<file path="config.mk">
export PLATFORM = sky130hd
export DESIGN_NAME = mixed_sign_mac
export DESIGN_NICKNAME = d
export VERILOG_FILES = /design/src/rtl/mixed_sign_mac.sv
export SDC_FILE = /design/constraint.sdc
export NUM_CORES = 1
export LEC_CHECK = 0
export BUFFER_PORTS_ARGS = -buffer_cell sky130_fd_sc_hd__clkbuf_2
export CORE_MARGIN = 2
export CORE_UTILIZATION = 61
export DETAILED_ROUTE_END_ITERATION = 10
export MAX_ROUTING_LAYER = met4
export PLACE_DENSITY = 0.8
export SKIP_LAST_GASP = 1
export SLEW_MARGIN = 20
export SYNTH_ARGS = -nofsm -noshare
export SYNTH_HDL_FRONTEND = slang
export SYNTH_SLANG_ARGS = --single-unit
</file>
<file path="constraint.sdc">
create_clock -name clk -period 3.5 [get_ports clk]
set_clock_uncertainty 0.2 [all_clocks]
set_input_delay 0.35 -clock clk [delete_from_list [all_inputs] [get_ports clk]]
set_output_delay 0.35 -clock clk [all_outputs]
set_load 0.03 [all_outputs]
</file>
<file path="src/rtl/mixed_sign_mac.sv">
// Streaming dot product of unsigned a by signed b. The sum is shifted, saturated to
// int8 and held until downstream accepts it. A vector ends on in_last or at MAX_LEN beats.
module mixed_sign_mac #(
  parameter int SHIFT   = 4,
  parameter int MAX_LEN = 16
) (
  input  logic              clk,
  input  logic              rst_n,
  input  logic [7:0]        a,
  input  logic [7:0]        b,
  input  logic              in_valid,
  input  logic              in_last,
  output logic              in_ready,
  output logic signed [7:0] result,
  output logic              sat,
  output logic              len_err,
  output logic              out_valid,
  input  logic              out_ready
);

  localparam int CW = 5;
  localparam int AW = 21;

  typedef enum logic [1:0] {IDLE, ACC, HOLD} state_t;

  state_t               state, state_nxt;
  logic                 rdy_en;
  logic signed [AW-1:0] acc;
  logic [CW-1:0]        cnt;

  logic signed [16:0]   prod;
  logic signed [AW-1:0] sum;
  logic signed [AW-1:0] shifted;
  logic [CW-1:0]        cnt_nxt;
  logic                 accept;
  logic                 done;
  logic                 clip_hi;
  logic                 clip_lo;
  logic signed [7:0]    clamped;

  // a is widened with a zero MSB so it can never be read as negative.
  assign prod    = $signed({1'b0, a}) * $signed(b);
  assign sum     = acc + {{(AW-17){prod[16]}}, prod};
  assign shifted = sum >>> SHIFT;
  assign cnt_nxt = cnt + 5'd1;

  // Readiness is held off until the first clock edge after reset is released.
  assign in_ready = rdy_en && (state != HOLD);
  assign accept   = in_valid && in_ready;
  assign done     = in_last || (cnt_nxt == CW'(MAX_LEN));

  assign clip_hi = shifted > $signed(21'sd127);
  assign clip_lo = shifted < $signed(-21'sd128);

  always_comb begin
    clamped = shifted[7:0];
    if (clip_hi)      clamped = 8'sd127;
    else if (clip_lo) clamped = -8'sd128;
  end

  always_ff @(posedge clk or negedge rst_n) begin
    if (!rst_n) state <= IDLE;
    else        state <= state_nxt;
  end

  always_comb begin
    state_nxt = state;
    case (state)
      IDLE, ACC: if (accept) state_nxt = done ? HOLD : ACC;
      HOLD:      if (out_valid && out_ready) state_nxt = IDLE;
      default:   state_nxt = IDLE;
    endcase
  end

  always_ff @(posedge clk or negedge rst_n) begin
    if (!rst_n) begin
      rdy_en    <= 1'b0;
      acc       <= '0;
      cnt       <= '0;
      result    <= '0;
      sat       <= 1'b0;
      len_err   <= 1'b0;
      out_valid <= 1'b0;
    end else begin
      rdy_en <= 1'b1;
      if (state == HOLD) begin
        if (out_valid && out_ready) begin
          acc       <= '0;
          cnt       <= '0;
          out_valid <= 1'b0;
        end
      end else if (accept) begin
        acc <= sum;
        cnt <= cnt_nxt;
        if (done) begin
          result    <= clamped;
          sat       <= clip_hi || clip_lo;
          len_err   <= !in_last;
          out_valid <= 1'b1;
        end
      end
    end
  end

endmodule

</file>
==> flow_metrics.env, run 1 <==
export IMPL_error_line="[ERROR DPL-0038] Utilization greater than 100%, impossible to legalize"
export IMPL_die_y_um=94.4
export IMPL_syn_nets=683
export IMPL_synth_top_area_share_pct=20.1
export IMPL_clock_sinks=40
export IMPL_status="did not finish"
export IMPL_syn_inst=559
export IMPL_endpoint_type="register input"
export IMPL_rows=32
export IMPL_postPlaceCellArea_sq_mm=0.00619
export IMPL_cts_buffer_depth=2
export IMPL_hpwl_um=9850
export IMPL_synth_area_per_cell_sq_um=8.91
export IMPL_synthArstFlopShare_pct=100
export IMPL_crit_endpoint="result[6]$_DFFE_PN0P_/D"
export IMPL_synth_edf_count=0
export IMPL_ys_ff_latch=40
export IMPL_ctsHoldBuffers=0
export IMPL_ys_seq_area_share_pct=20.1
export IMPL_syn_cell_area_sq_mm=0.00498
export IMPL_flow_stopped_at="global routing"
export IMPL_io_buffer_count=32
export IMPL_synth_area_leaders="dfrtp_1 20%, ha_1 16%, fa_1 15%"
export IMPL_cts_buffers=5
export IMPL_synth_top_cell_by_area="dfrtp_1"
export IMPL_start_util_pct=63.8
export IMPL_yosysWarnings=0
export IMPL_synth_main_ff_cell="dfrtp_1"
export IMPL_cts_root_buf="clkbuf_8"
export IMPL_htree_levels=2
export IMPL_boundaryPins=33
export IMPL_synthDistinctLibCells=56
export IMPL_die_w_um=94.4
export IMPL_gp_congestion=0.937
export IMPL_grt_max_degree=41
==> cell usage after synthesis (all sizes together) (3+ instances only) <==
| master | instances |
|---|---|
| nor2 | 29 |
| a211oi | 4 |
| o21bai | 6 |
| inv | 72 |
| and3 | 5 |
| fa | 38 |
| dfrtp | 40 |
| nand3 | 12 |
| buf | 4 |
| nand4 | 5 |
| a21oi | 37 |
| a311oi | 3 |
| o31ai | 3 |
| a22o | 15 |
| ha | 65 |
| a31oi | 4 |
| and2 | 47 |
| xor2 | 11 |
| xnor2 | 16 |
| a21o | 10 |
| nand2 | 51 |
| clkbuf | 5 |
| o21a | 3 |
| o211ai | 6 |
| nand2b | 10 |
| or3 | 3 |
| o21ai | 22 |
| nor3 | 8 |
==> per-stage QoR <==
step | std cells | setup WS, ns
floorplan | 559 | -2.61
global placement | 782 | -2.94
detailed placement | 782 | -3.08
CTS | 818 | -2.60
==> kinds of logic after synthesis <==
kind of cell / count (synthesis) / synth area share, %
AND/OR/NAND/NOR: 178 / 18.2
AO/OA/AOI/OAI: 128 / 18.5
adder cells (fa/ha/maj): 103 / 31.6
buffers and inverters: 81 / 6.56
flip-flops: 40 / 20.1
XOR/XNOR: 27 / 4.75
other: 1 / 0.0753
multiplexers: 1 / 0.226
==> timing repair <==
item	CTS
buffers inserted	30
endpoints found under the setup margin	26
pin swaps	85
resized for setup	114
==> run 2: changes to the inputs <==
--- a/config.mk
+++ b/config.mk
@@ -7,10 +7,9 @@
 export LEC_CHECK = 0
 export BUFFER_PORTS_ARGS = -buffer_cell sky130_fd_sc_hd__clkbuf_2
 export CORE_MARGIN = 2
-export CORE_UTILIZATION = 61
+export CORE_UTILIZATION = 40
 export DETAILED_ROUTE_END_ITERATION = 10
-export MAX_ROUTING_LAYER = met4
-export PLACE_DENSITY = 0.8
+export PLACE_DENSITY_LB_ADDON = 0.15
 export SKIP_LAST_GASP = 1
 export SLEW_MARGIN = 20
 export SYNTH_ARGS = -nofsm -noshare
==> flow_metrics.env, run 2 <==
export IMPL_antenna_found_initial=0
export IMPL_dieArea_sq_mm=0.0134
export IMPL_start_util_pct=41.3
export IMPL_max_flop_register="acc"
export IMPL_reg_largest_list="acc (21), result (8), cnt (5)"
export IMPL_track_usage_pct=20.7
export IMPL_vias_per_cell=5.20
export IMPL_period_needed_ns=6.16
export IMPL_clock_sinks=40
export IMPL_hold_class="input port to async pin"
export IMPL_final_antenna_net_count=0
export IMPL_ys_top_cells_by_count="72 x inv_1, 65 x ha_1, 51 x nand2_1, 47 x and2_1, 40 x dfrtp_1"
export IMPL_maxSlewViolCount=0
export IMPL_crit_path_top_delay_cell="fa_1"
export IMPL_layout_commonest_cell="buf_4"
export IMPL_die_w_um=116
export IMPL_drtIter0Drc=230
export IMPL_cp_end_kind="flop"
export IMPL_drc=0
export IMPL_setup_ws_ns=-2.66
export IMPL_tightest_slew_ns=0.924
export IMPL_boundaryPins=33
export IMPL_yosysWarnings=0
export IMPL_num_vias=4618
export IMPL_synth_main_ff_cell="dfrtp_1"
export IMPL_slew_headroom_pct=38.4
export IMPL_antenna_cells=0
export IMPL_rows=40
export IMPL_grt_max_degree=41
export IMPL_cts_tree="built"
export IMPL_firstDrtPassIters=5
export IMPL_ys_seq_area_share_pct=20.1
export IMPL_hold_viol=0
export IMPL_fin_util_pct=61.8
export IMPL_core_area_sq_mm=0.0121
export IMPL_die_y_um=116
export IMPL_ys_ff_latch=40
export IMPL_cts_root_buf="clkbuf_16"
export IMPL_final_nets=843
export IMPL_final_cell_mix="113 x buf_4, 60 x inv_1, 48 x ha_1, 40 x nand2_1, 40 x dfrtp_1"
export IMPL_violations="negative setup slack"
export IMPL_syn_cell_area_sq_mm=0.00498
export IMPL_max_stage_delay_ns=0.53
export IMPL_grt_pass1_vias=4756
export IMPL_status="finished, violations left"
export IMPL_gr_total_overflow=0
export IMPL_htree_levels=2
export IMPL_grt_pass1_wl_um=22300
export IMPL_syn_nets=683
export IMPL_cts_buffer_depth=2
export IMPL_maxCapViolCount=0
export IMPL_cts_clk_slew_worst_paths_ns=0.06
export IMPL_hpwl_um=9940
export IMPL_synth_area_per_cell_sq_um=8.91
export IMPL_synth_area_leaders="dfrtp_1 20%, ha_1 16%, fa_1 15%"
export IMPL_syn_inst=559
export IMPL_area_delta_synth_final_pct=49.5
export IMPL_criticalPathCategory="input port to flop"
export IMPL_cts_buffers=5
export IMPL_synthArstFlopShare_pct=100
export IMPL_fmax_mhz=162
export IMPL_io_buffer_count=32
export IMPL_required_ns=3.47
export IMPL_synth_edf_count=0
export IMPL_synthDistinctLibCells=56
export IMPL_grt_setup_unrepaired="yes"
export IMPL_synth_top_area_share_pct=20.1
export IMPL_synth_most_common_cell="inv_1"
export IMPL_cp_max_fo=8
export IMPL_wire_per_inst_um=15.1
export IMPL_setup_violations=25
export IMPL_dp_slack_ns=-3.13
export IMPL_cp_data_arrival_time_ns=6.12
export IMPL_drive_gt1_share_pct=43.2
export IMPL_insertion_delay_ns=0.28
export IMPL_wirelength_um=13400
export IMPL_synth_top_cell_by_area="dfrtp_1"
export IMPL_start_kind="input port"
export IMPL_gp_congestion=0.862
export IMPL_largest_reg_flops=21
export IMPL_hold_ws_ns=0.00226
export IMPL_min_period_over_period_pct=176
[run 2: cell counts after synthesis]
No cell type changed its count.
[run 2: logic make-up after synthesis]
group / count (synthesis) / share of synthesized area (%)
simple gates: 178 / 18.2
fa+ha+maj: 103 / 31.6
xor+xnor: 27 / 4.75
buf+inv: 81 / 6.56
mux: 1 / 0.226
compound gates: 128 / 18.5
flops: 40 / 20.1
other cells: 1 / 0.0753
[run 2: what timing repair did]
action,CTS,global route
resized for setup,83,74
hold buffers,0,0
endpoints found under the setup margin,26,26
setup buffers,15,13
pin swaps,51,39
[run 2: metal layers]
layer | up-vias | global-route usage (%) | share of wire [%]
li1 | 2230 | - | -
met1 | 2286 | 27.9 | 46
met2 | 80 | 36.0 | 50
met3 | 22 | 1.67 | 2.4
met4 | 0 | 4.98 | 2.1
met5 | - | 0 | 0
[run 2: worst paths after layout]
check | startpoint | end | slack, ns | cells after the start
worst max-delay path | a[2] | result[4]$_DFFE_PN0P_ | -2.66 | 30
worst min-delay path | rst_n | acc[20]$_DFFE_PN0P_ | 0.002 | 1
worst max register to register | acc[1]$_DFFE_PN0P_ | result[4]$_DFFE_PN0P_ | 0.29 | 11
worst min register to register | state[1]$_DFFE_PN0P_ | state[0]$_DFFE_PN0P_ | 0.29 | 1
max in group asynchronous | rst_n | state[1]$_DFFE_PN0P_ | 2.52 | 1
min in group clk | in_last | len_err$_DFFE_PN0P_ | 0.06 | 2
[run 2: critical path, delay by kind of cell]
family / cells / cell delay (ns)
adder cells (fa/ha/maj): 6 / 2.37
AO/OA/AOI/OAI: 8 / 1.10
buffers and inverters: 9 / 1.08
AND/OR/NAND/NOR: 5 / 0.77
XOR/XNOR: 2 / 0.43
[run 2: through the flow]
step           instance area, sq um  std cells  setup TNS (ns)
2_1_floorplan                  5220        559          -44.88
3_3_place_gp                   6330        855          -58.81
3_5_place_dp                   6330        855          -59.49
4_1_cts                        7040        875          -48.72
5_1_grt                        7450        888          -55.18
6_report                       7450        888          -49.45
[run 2: final cells by class]
type / instances / area [sq um]
multi-input combinational: 438 / 4470
tap: 168 / 210
clock buffer: 5 / 125
fill: 997 / 4610
inverter: 72 / 274
sequential: 40 / 1000
timing repair buffer: 162 / 1330
clock inverter: 3 / 46.3
Power of run 2 is left out: the tool's default activity adds up to more than one toggle a clock period on the data nets, which glitch-free logic cannot reach.
==> run 3: changes to the inputs <==
--- a/config.mk
+++ b/config.mk
@@ -6,8 +6,11 @@
 export NUM_CORES = 1
 export LEC_CHECK = 0
 export BUFFER_PORTS_ARGS = -buffer_cell sky130_fd_sc_hd__clkbuf_2
+export CELL_PAD_IN_SITES_DETAIL_PLACEMENT = 0
+export CELL_PAD_IN_SITES_GLOBAL_PLACEMENT = 1
 export CORE_MARGIN = 2
 export CORE_UTILIZATION = 40
+export CTS_BUF_LIST = sky130_fd_sc_hd__clkbuf_2
 export DETAILED_ROUTE_END_ITERATION = 10
 export PLACE_DENSITY_LB_ADDON = 0.15
 export SKIP_LAST_GASP = 1
==> flow_metrics.env, run 3 (synthesis gave the netlist of run 2 again) <==
export IMPL_tightest_slew_ns=0.931
export IMPL_crit_path_top_delay_cell="fa_2"
export IMPL_slew_headroom_pct=37.9
export IMPL_nFillCells=1039
export IMPL_gr_total_overflow=0
export IMPL_status="finished, violations left"
export IMPL_criticalPathCategory="input port to flop"
export IMPL_num_vias=4551
export IMPL_grt_setup_unrepaired="yes"
export IMPL_fmax_mhz=167
export IMPL_firstDrtPassIters=4
export IMPL_multi_input_comb_area_sq_mm=0.00440
export IMPL_maxCapViolCount=0
export IMPL_max_stage_delay_ns=0.56
export IMPL_violations="negative setup slack"
export IMPL_boundaryPins=33
export IMPL_drc=0
export IMPL_wirelength_um=13400
export IMPL_insertion_delay_ns=0.42
export IMPL_setup_violations=25
export IMPL_die_y_um=116
export IMPL_area_delta_synth_final_pct=47.7
export IMPL_layout_commonest_cell="buf_4"
export IMPL_required_ns=3.67
export IMPL_r2r_cells=13
export IMPL_start_util_pct=41.3
export IMPL_dieArea_sq_mm=0.0134
export IMPL_final_nets=850
export IMPL_gp_congestion=0.908
export IMPL_cts_tree="built"
export IMPL_cts_buffer_depth=2
export IMPL_cts_root_buf="clkbuf_2"
export IMPL_drive_gt1_share_pct=42.7
export IMPL_final_antenna_net_count=0
export IMPL_wire_per_inst_um=15.0
export IMPL_dpl_cell_count=856
export IMPL_rows=40
export IMPL_hpwl_um=10100
export IMPL_cp_end_kind="flop"
export IMPL_track_usage_pct=20.7
export IMPL_min_period_over_period_pct=171
export IMPL_regArea_sq_mm=0.00100
export IMPL_dp_slack_ns=-3.11
export IMPL_grt_max_degree=41
export IMPL_start_kind="input port"
export IMPL_die_w_um=116
export IMPL_setup_ws_ns=-2.48
export IMPL_final_area_sq_mm=0.00736
export IMPL_core_area_sq_mm=0.0121
export IMPL_antenna_found_initial=0
export IMPL_holdPathStages=3
export IMPL_antenna_cells=0
export IMPL_largest_reg_flops=21
export IMPL_vias_per_cell=5.09
export IMPL_drtIter0Drc=262
export IMPL_hold_viol=0
export IMPL_fin_util_pct=61.0
export IMPL_maxSlewViolCount=0
export IMPL_max_flop_register="acc"
export IMPL_final_cell_mix="117 x buf_4, 57 x inv_1, 49 x ha_1, 43 x nand2_1, 40 x dfrtp_1"
export IMPL_clock_sinks=40
export IMPL_period_needed_ns=5.98
export IMPL_fin_cells=894
export IMPL_grt_pass1_vias=4730
export IMPL_htree_levels=2
export IMPL_grt_pass1_wl_um=22300
export IMPL_postPlaceCellArea_sq_mm=0.00634
export IMPL_cts_clk_slew_worst_paths_ns=0.21
export IMPL_hold_class="input port to flop"
export IMPL_io_buffer_count=32
export IMPL_reg_largest_list="acc (21), result (8), cnt (5)"
export IMPL_cp_data_arrival_time_ns=6.15
export IMPL_cts_buffers=5
export IMPL_cp_max_fo=8
-- run 3: changes by cell type in the layout (fill, tap and decap cells not counted), moves of 4 or more --
cell,delta
a21oi_2,+5
buf_4,+4
clkbuf_16,-4
nand2_2,-4
nor2_1,+4
-- run 3: repair_timing --
action,4_1_cts,5_1_grt
buffers inserted,15,18
hold buffers,3,0
endpoints found under the hold margin,42,0
endpoints found under the setup margin,25,25
resized for setup,70,81
pin swaps,49,51
-- run 3: cell type report --
class                      instances  area share (%)
sequential                        40            13.6
clock inverter                     2           0.816
timing repair buffer             169            18.9
clock buffer                       5           0.340
inverter                          72            3.73
tap                              168            2.86
multi-input combinational        438            59.8
-- run 3: routing by layer --
metal  share of wire (%)  vias to the layer above  global-route usage (%)  routed length, um
met5                   0                        -                       0                  0
met4                 1.5                        0                    5.86                207
met3                 2.5                       17                    1.73                335
met2                  50                       83                    36.3               6720
met1                  46                     2210                    27.3               6110
li1                    -                     2241                       -                  -
-- run 3: critical path: cells and delay by family --
family          cells  cell delay, ns
simple gates        4            0.47
xor+xnor            1            0.18
buf+inv             8            0.86
fa+ha+maj           6            2.37
compound gates     10            1.93
-- run 3: metrics by stage --
step | hold WS, ns | TNS (ns)
after floorplan | -0.146 | -44.88
after global placement | 0.270 | -59.86
after detailed placement | 0.284 | -59.69
after CTS | 0.307 | -45.16
after global routing | 0.326 | -50.56
final | 0.298 | -44.97
-- run 3: final timing paths --
| kind | start | endpoint | slack (ns) |
|---|---|---|---|
| min | in_valid | acc[14]$_DFFE_PN0P_ | 0.30 |
| max | b[4] | result[4]$_DFFE_PN0P_ | -2.48 |
| max reg2reg | acc[1]$_DFFE_PN0P_ | result[4]$_DFFE_PN0P_ | 0.22 |
| min in group asynchronous | rst_n | acc[12]$_DFFE_PN0P_ | 0.38 |
| max in group asynchronous | rst_n | out_valid$_DFFE_PN0P_ | 2.15 |
| min reg2reg | state[1]$_DFFE_PN0P_ | state[0]$_DFFE_PN0P_ | 0.30 |
Power of run 3 is left out for the same reason.
